<file path="src/rtl/vid_sync_gen_if.sv">
// Raster timing bundle from the sync generator to the pixel pipe.
// The master drives it; every downstream stage attaches through the slave view.
interface vid_sync_gen_if;
    logic [3:0]  pc_ena;
    logic        hde;
    logic        vde;
    logic        hs;
    logic        vs;
    logic [11:0] x;
    logic [11:0] y;
    logic        line_start;
    logic        frame_start;

    modport master (
        output pc_ena, hde, vde, hs, vs, x, y, line_start, frame_start
    );

    modport slave (
        input  pc_ena, hde, vde, hs, vs, x, y, line_start, frame_start
    );
endinterface

</file>
<file path="src/rtl/vid_sync_gen.sv">
// Free-running raster timing generator at the head of the pixel pipe.
// A pixel-phase counter gates the horizontal/vertical counters.  The syncs,
// enables and coordinates are registered decodes of those counters, so they
// trail the counters by one pixel step and stay mutually aligned.
// Syncs are active-high; any polarity inversion happens downstream.
module vid_sync_gen #(
    parameter int H_RES   = 640,
    parameter int H_FP    = 16,
    parameter int H_SYNC  = 96,
    parameter int H_BP    = 48,
    parameter int V_RES   = 480,
    parameter int V_FP    = 10,
    parameter int V_SYNC  = 2,
    parameter int V_BP    = 33,
    parameter int PIX_DIV = 0
) (
    input  logic           pclk,
    input  logic           reset,
    vid_sync_gen_if.master vo
);

    localparam int H_TOTAL = H_RES + H_FP + H_SYNC + H_BP;
    localparam int V_TOTAL = V_RES + V_FP + V_SYNC + V_BP;

    // Region boundaries are 13 bits wide: a 4096-wide total puts the end of
    // sync at 4096, which a 12-bit constant cannot represent.
    localparam logic [11:0] H_LAST   = 12'(H_TOTAL - 1);
    localparam logic [11:0] V_LAST   = 12'(V_TOTAL - 1);
    localparam logic [12:0] H_ACT    = 13'(H_RES);
    localparam logic [12:0] V_ACT    = 13'(V_RES);
    localparam logic [12:0] HS_BEG   = 13'(H_RES + H_FP);
    localparam logic [12:0] HS_END   = 13'(H_RES + H_FP + H_SYNC);
    localparam logic [12:0] VS_BEG   = 13'(V_RES + V_FP);
    localparam logic [12:0] VS_END   = 13'(V_RES + V_FP + V_SYNC);
    localparam logic [3:0]  PC_LAST  = 4'(PIX_DIV);

    logic [3:0]  pc_cnt;
    logic [11:0] h_cnt;
    logic [11:0] v_cnt;
    logic        pix_step;

    logic [11:0] x_q;
    logic [11:0] y_q;
    logic        hde_q;
    logic        vde_q;
    logic        hs_q;
    logic        vs_q;
    logic        line_start_q;
    logic        frame_start_q;

    logic [12:0] h_ext;
    logic [12:0] v_ext;

    assign pix_step = (pc_cnt == 4'd0);
    assign h_ext    = {1'b0, h_cnt};
    assign v_ext    = {1'b0, v_cnt};

    // Pixel phase: counts 0..PIX_DIV and wraps; phase 0 marks a pixel step.
    // NOTE: sequential state uses non-blocking (<=) so every flop samples
    // pre-edge values regardless of statement order; blocking here would
    // make results depend on evaluation order between always blocks.
    // NOTE: every flop, including the decoded outputs, clears on the async
    // reset so nothing downstream sees a stale sync or enable after reset.
    always_ff @(posedge pclk or posedge reset) begin
        if (reset) begin
            pc_cnt <= 4'd0;
        end else if (pc_cnt == PC_LAST) begin
            pc_cnt <= 4'd0;
        end else begin
            pc_cnt <= pc_cnt + 4'd1;
        end
    end

    // Raster position: advance h_cnt each pixel step, v_cnt at end of line.
    always_ff @(posedge pclk or posedge reset) begin
        if (reset) begin
            h_cnt <= 12'd0;
            v_cnt <= 12'd0;
        end else if (pix_step) begin
            if (h_cnt == H_LAST) begin
                h_cnt <= 12'd0;
                v_cnt <= (v_cnt == V_LAST) ? 12'd0 : v_cnt + 12'd1;
            end else begin
                h_cnt <= h_cnt + 12'd1;
            end
        end
    end

    // Timing outputs: register the decode of the current position per step.
    always_ff @(posedge pclk or posedge reset) begin
        if (reset) begin
            x_q           <= 12'd0;
            y_q           <= 12'd0;
            hde_q         <= 1'b0;
            vde_q         <= 1'b0;
            hs_q          <= 1'b0;
            vs_q          <= 1'b0;
            line_start_q  <= 1'b0;
            frame_start_q <= 1'b0;
        end else if (pix_step) begin
            x_q           <= h_cnt;
            y_q           <= v_cnt;
            hde_q         <= (h_ext < H_ACT);
            vde_q         <= (v_ext < V_ACT);
            hs_q          <= (h_ext >= HS_BEG) && (h_ext < HS_END);
            vs_q          <= (v_ext >= VS_BEG) && (v_ext < VS_END);
            line_start_q  <= (h_cnt == 12'd0);
            frame_start_q <= (h_cnt == 12'd0) && (v_cnt == 12'd0);
        end
    end

    assign vo.pc_ena      = pc_cnt;
    assign vo.x           = x_q;
    assign vo.y           = y_q;
    assign vo.hde         = hde_q;
    assign vo.vde         = vde_q;
    assign vo.hs          = hs_q;
    assign vo.vs          = vs_q;
    assign vo.line_start  = line_start_q;
    assign vo.frame_start = frame_start_q;

endmodule

</file>
<file path="src/flat_wrapper.sv">
// flat-port wrapper written by rule: the top's interface ports become plain ports
module vid_sync_gen_flat 
#(
    parameter int H_RES   = 640,
    parameter int H_FP    = 16,
    parameter int H_SYNC  = 96,
    parameter int H_BP    = 48,
    parameter int V_RES   = 480,
    parameter int V_FP    = 10,
    parameter int V_SYNC  = 2,
    parameter int V_BP    = 33,
    parameter int PIX_DIV = 0
)
  (pclk, reset, vo_pc_ena, vo_hde, vo_vde, vo_hs, vo_vs, vo_x, vo_y, vo_line_start, vo_frame_start);
  vid_sync_gen_if vo_i ();
  input  logic pclk;
  input  logic reset;
  output wire logic [$bits(vo_i.pc_ena)-1:0] vo_pc_ena;
  output wire logic [$bits(vo_i.hde)-1:0] vo_hde;
  output wire logic [$bits(vo_i.vde)-1:0] vo_vde;
  output wire logic [$bits(vo_i.hs)-1:0] vo_hs;
  output wire logic [$bits(vo_i.vs)-1:0] vo_vs;
  output wire logic [$bits(vo_i.x)-1:0] vo_x;
  output wire logic [$bits(vo_i.y)-1:0] vo_y;
  output wire logic [$bits(vo_i.line_start)-1:0] vo_line_start;
  output wire logic [$bits(vo_i.frame_start)-1:0] vo_frame_start;
  assign vo_pc_ena = vo_i.pc_ena;
  assign vo_hde = vo_i.hde;
  assign vo_vde = vo_i.vde;
  assign vo_hs = vo_i.hs;
  assign vo_vs = vo_i.vs;
  assign vo_x = vo_i.x;
  assign vo_y = vo_i.y;
  assign vo_line_start = vo_i.line_start;
  assign vo_frame_start = vo_i.frame_start;
  vid_sync_gen #(.H_RES(H_RES), .H_FP(H_FP), .H_SYNC(H_SYNC), .H_BP(H_BP), .V_RES(V_RES), .V_FP(V_FP), .V_SYNC(V_SYNC), .V_BP(V_BP), .PIX_DIV(PIX_DIV)) u_core (.pclk(pclk), .reset(reset), .vo(vo_i));
endmodule
</file>
<file path="config.mk">
export PLATFORM = sky130hd
export DESIGN_NAME = vid_sync_gen_flat
export DESIGN_NICKNAME = d
export VERILOG_FILES = /design/src/rtl/vid_sync_gen_if.sv /design/src/rtl/vid_sync_gen.sv /design/src/flat_wrapper.sv
export SDC_FILE = /design/constraint.sdc
export NUM_CORES = 1
export LEC_CHECK = 0
export ABC_AREA = 1
export ABC_CLOCK_PERIOD_IN_PS = 2100
export BUFFER_PORTS_ARGS = -buffer_cell sky130_fd_sc_hd__buf_2
export CAP_MARGIN = 30
export CORE_ASPECT_RATIO = 0.75
export CORE_MARGIN = 2
export CORE_UTILIZATION = 45
export DETAILED_ROUTE_END_ITERATION = 8
export PLACE_DENSITY = 0.66
export RECOVER_POWER = 100
export SLEW_MARGIN = 20
export SYNTH_ARGS = -nofsm -noshare
export SYNTH_HDL_FRONTEND = slang
export SYNTH_SLANG_ARGS = --single-unit
</file>
<file path="constraint.sdc">
create_clock -name pclk -period 2.1 [get_ports pclk]
set_input_delay 0.105 -clock pclk [delete_from_list [all_inputs] [get_ports pclk]]
set_output_delay 0.105 -clock pclk [all_outputs]
set_load 0.1 [all_outputs]
</file>
* After elaboration in Yosys (flattened, before gate mapping)
Cells that the tools add are included.
Word-level totals: register bits after elaboration 58, input bits 2, output and inout port bits 34, word-level logic and storage cells 32
Cells by class: $add $sub $neg 3, $lt $le $gt $ge 6, equal/unequal tests 2, mux-type cells 3, reduce and logical (&&, ||, !) cells 7
Operator list (count):
- adder 12 x 1 -> 12 bit (second input constant) | 2
- equality test 12 x 10 -> 1 bit (second input constant) | 2
- zero test 12 bit | 2
- less-than comparator 12 x 10 -> 1 bit (second input constant) | 2
- less-than comparator 12 x 9 -> 1 bit (second input constant) | 2
- 2-to-1 mux 12 bit | 2
- >= comparator 12 x 10 -> 1 bit (second input constant) | 1
- >= comparator 12 x 9 -> 1 bit (second input constant) | 1
- adder 4 x 1 -> 4 bit (second input constant) | 1
- zero test 4 bit | 1
- 2-to-1 mux 4 bit | 1
- logical AND 1 bit | 3
- AND reduction 2 bit | 1

* Depth between registers and ports, before layout
depth in word-level cells 2, mapped depth 10, gate-level depth less buffers 10

* Least setup slack after synthesis
No wires, ideal clock.
kind register -> register, start point register u_core.pc_cnt[0] (netlist: u_core.vo.pc_ena[0]), end point register u_core.x_q[1] (netlist: u_core.vo.x[1]), library setup time 83 ps, arrival 1939 ps, required time 2017 ps, setup slack 79 ps, stages on the path, launching flop included 8, path buffers 2, clock period less this slack 2021 ps, cells stage by stage dfrtp_1 inv_1 ha_1 nand2_2 buf_6 clkbuf_1 nand2_1 o21ai_0
Between the ends: word-level cells in the longest chain between the ends 1
Ends and longest elaborated chain:
- start: declaration | RTL line vid_sync_gen.sv:37 | logic [3:0] pc_cnt;
- start signal: assignment | RTL line vid_sync_gen.sv:70 | pc_cnt <= pc_cnt + 4'd1;
- zero test 4 bit | RTL line vid_sync_gen.sv:54 | assign pix_step = (pc_cnt == 4'd0);
- end signal: assignment | RTL line vid_sync_gen.sv:101 | x_q <= h_cnt;
- end: declaration | RTL line vid_sync_gen.sv:42 | logic [11:0] x_q;
Every way passes these cells. A chain may end at the register's enable or synchronous reset.

* Worst setup path after layout
start point register u_core.pc_cnt[0] (netlist: u_core.vo.pc_ena[0]), end point register u_core.v_cnt[9]
Between the ends: word-level cells in the longest chain between the ends 2
Ends and longest elaborated chain:
- zero test 4 bit | RTL line vid_sync_gen.sv:54
- AND reduction 2 bit (no source line)
- end signal: assignment | RTL line vid_sync_gen.sv:82 | v_cnt <= (v_cnt == V_LAST) ? 12'd0 : v_cnt + 12'd1;
- end: declaration | RTL line vid_sync_gen.sv:39 | logic [11:0] v_cnt;
Every way passes these cells.

==> run_results.csv <==
group,metric,value,unit
status,run_status,"finished, final reports clean",
cts,cts_buffer_depth,2,
setup_path,cp.required,2.32,ns
routing,met3_length,369,um
timing,fin_worst_skew,0.00736,ns
global_routing,antenna_found_initial,0,
routing,wl_met2,2.52,mm
global_routing,grt_pass1_wl,10.4,mm
synth,syn_inst,346,
routing,drt-met1-wl,3.16,mm
final_layout,post-route-util,52.7,%
global_routing,grt_max_degree,32,
routing,drt-wirelength-per-cell,13.0,um
synth,synth_top_cell_area_share,51.1,%
setup_path,endpoint,"u_core.v_cnt[9]$_DFFE_PP0P_",
routing,top_layer_used,"met4",
timing,setup_viol_count_final,0,
timing,finalMaxSlewViolations,0,
cts,clock_latency,0.34,ns
final_layout,drive_above_1_share,8.38,%
power_and_ir_drop,p_total,2.19,mW
timing,fmax,556,MHz
synth,ys_warn_count,0,
power_and_ir_drop,ir_drop,0.369,mV
power_and_ir_drop,powerDensity,671,nW/um^2
timing,relSlewSlack,20.8,%
placement,io_buffers,35,
global_routing,grt_use_total,19.9,%
floorplan,die_area,6970,sq um
final_layout,antennaDiodeCount,0,
setup_path,cp_data_arrival_time,2.02,ns
power_and_ir_drop,swShare,20.7,%
power_and_ir_drop,comb_power_share,1.3,%
power_and_ir_drop,p_int,1.74,mW
final_layout,nNetsFinal,397,
final_layout,area_delta_synth_final,14.8,%
synth,yosysMostFrequentCell,"nand2_1",
routing,drcViolationCount,0,
global_routing,grt_pass1_vias,2155,
setup_path,crit_fanout,24,
cts,htreeDepth,3,
cts,clk_pin_slew_worst_paths,0.06,ns
floorplan,start_util,45.9,%
cts,cts_sinks,58,
routing,vias,2355,
global_routing,grt_overflow_total,0,
synth,synth-async-reset-ratio,100,%
synth,yosys.area.top_type,"dfrtp_1",
min_path,min_path_type,"register to register",
synth,synth_ff_type,"dfrtp_1",
power_and_ir_drop,seqPwrFrac,51.0,%
setup_path,crit_type,"register to register",
routing,wirelength,6.19,mm
synth,ys_seq_area_share,51.1,%
timing,finalCriticalPeriod,1.80,ns
setup_path,cp-end-kind,"register",
floorplan,die-width,95.8,um
setup_path,setup.worst_path.start,"u_core.vo.pc_ena[0]$_DFF_PP0_",
synth,yosysUniqueCellTypes,29,
setup_path,reg2reg_slack,0.30,ns
synth,synth_fp_nets,354,
timing,tns,0,ns
setup_path,r2r-start,"u_core.vo.pc_ena[0]$_DFF_PP0_",
job,drv_cap,0,
synth,synth-edff-count,0,
routing,drt_pass1_iterations,4,
cts,cts_tree,"built",
timing,hold_viol_final,0,
power_and_ir_drop,leakage,1.58,nW
synth,avgSynthCellArea,8.21,sq um
setup_path,cp-start-kind,"register",
routing,via_per_inst,4.96,
synth,synth_area_leaders,"dfrtp_1 (51%), nand2_1 (13%), o21ai_0 (6.2%), inv_1 (5.3%), nand3_1 (4.6%)",
floorplan,io_pins,36,
floorplan,core-area,6190,sq um
routing,ant_nets,0,
setup_path,worstRegToRegCells,7,
synth,ys_top_cells_by_count,"nand2_1 (95), dfrtp_1 (58), inv_1 (40), o21ai_0 (35), nor2_1 (31)",
synth,ys_ff_latch,58,
synth,syn-cell-area,2840,sq um
timing,worst_slack,0.300,ns
placement,pre_cts_ws,0.340,ns
power_and_ir_drop,p_switching,453,uW
power_and_ir_drop,pwr-share-clk,47.7,%
floorplan,num_rows,25,
timing,tightest_slew,1.19,ns
timing,rsz0062_at_grt,"no",
placement,detailed_place_hpwl,4.45,mm
cts,cts_buffers,9,
timing,period_share,85.7,%
routing,drt_iter0_drc,146,
cts,cts_root_buffer,"clkbuf_8",
setup_path,r2r_end,"u_core.v_cnt[9]$_DFFE_PP0P_",
placement,gp_congestion,0.882,
floorplan,fp.dieH,72.8,um
logic make-up after synthesis:
kind of cell | count (synthesis) | synth area share [%]
XOR/XNOR | 9 | 2.77
buffers and inverters | 51 | 7.53
AND/OR/NAND/NOR | 178 | 28.0
flip-flops | 58 | 51.1
AO/OA/AOI/OAI | 44 | 7.93
adder cells (fa/ha/maj) | 6 | 2.64
cell usage in the layout, fill, tap and decap left out, drive strengths merged, types with 6 or more instances in the layout:
cell,n
nand2,98
dfrtp,58
clkbuf,49
inv,41
o21ai,39
nor2,37
nand3,30
xor2,7
nor3,6
ha,6
worst max-delay path, stage by stage (launching register included):
cell     delay, ns
dfrtp_1       0.43
inv_1         0.08
ha_1          0.18
nand2_2       0.28
nor2_4        0.43
inv_2         0.14
nand2_1       0.08
o21ai_0       0.07
per-stage QoR:
step                      hold WS [ns]  cell area, sq um  instances
after floorplan                  0.464              2840        346
after global placement           0.239              3110        458
after detailed placement         0.246              3110        458
after CTS                        0.423              3320        475
after global routing             0.503              3260        475
final                            0.477              3260        475
registers in the layout, summed over array words and instances (netlist names):
signal	flops
u_core.vo.vde	1
u_core.vo.frame_start	1
u_core.vo.vs	1
u_core.vo.line_start	1
u_core.v_cnt	12
u_core.vo.y	12
u_core.h_cnt	12
u_core.vo.x	12
u_core.vo.pc_ena	4
u_core.vo.hs	1
u_core.vo.hde	1
cell type report:
class / instances / area (sq um)
clock inverter: 2 / 35.0
multi-input combinational: 237 / 1160
fill: 608 / 2930
timing repair buffer: 41 / 189
clock buffer: 14 / 163
inverter: 42 / 159
tap: 81 / 101
sequential: 58 / 1450
power by group through the flow:
stage	clock network (mW)	logic [mW]	registers [mW]
final	1.04	0.0281	1.12
after global routing	1.12	0.0338	1.12
after CTS	1.07	0.0309	1.12
after detailed placement	0	0.0296	1.14
after global placement	0	0.0288	1.14
after floorplan	0	0.0163	1.14
worst min path at each step:
stage,start,endpoint,slack (ns),cells after the start
finish,u_core.vo.x[4]$_DFFE_PP0N_,u_core.vo.x[4]$_DFFE_PP0N_,0.48,2
global route,u_core.vo.x[0]$_DFFE_PP0N_,u_core.vo.x[0]$_DFFE_PP0N_,0.50,2
CTS,reset,u_core.vo.y[3]$_DFFE_PP0N_,0.42,3
detailed placement,reset,u_core.vo.x[7]$_DFFE_PP0N_,0.25,2
global placement,reset,u_core.vo.x[7]$_DFFE_PP0N_,0.24,2
floorplan,u_core.v_cnt[10]$_DFFE_PP0P_,u_core.v_cnt[10]$_DFFE_PP0P_,0.46,2
per-layer routing:
layer	vias to the layer above	GRT usage [%]
li1	1189	-
met4	0	6.98
met3	13	7.02
met2	62	27.4
met5	-	0
met1	1091	28.9
timing repair:
action | 4_1_cts | 5_1_grt
hold endpoints to repair | 30 | 0
resized for setup | 0 | 0
hold buffers | 1 | 0
buffers inserted | 0 | 0
(Power assumes the default switching activity.)
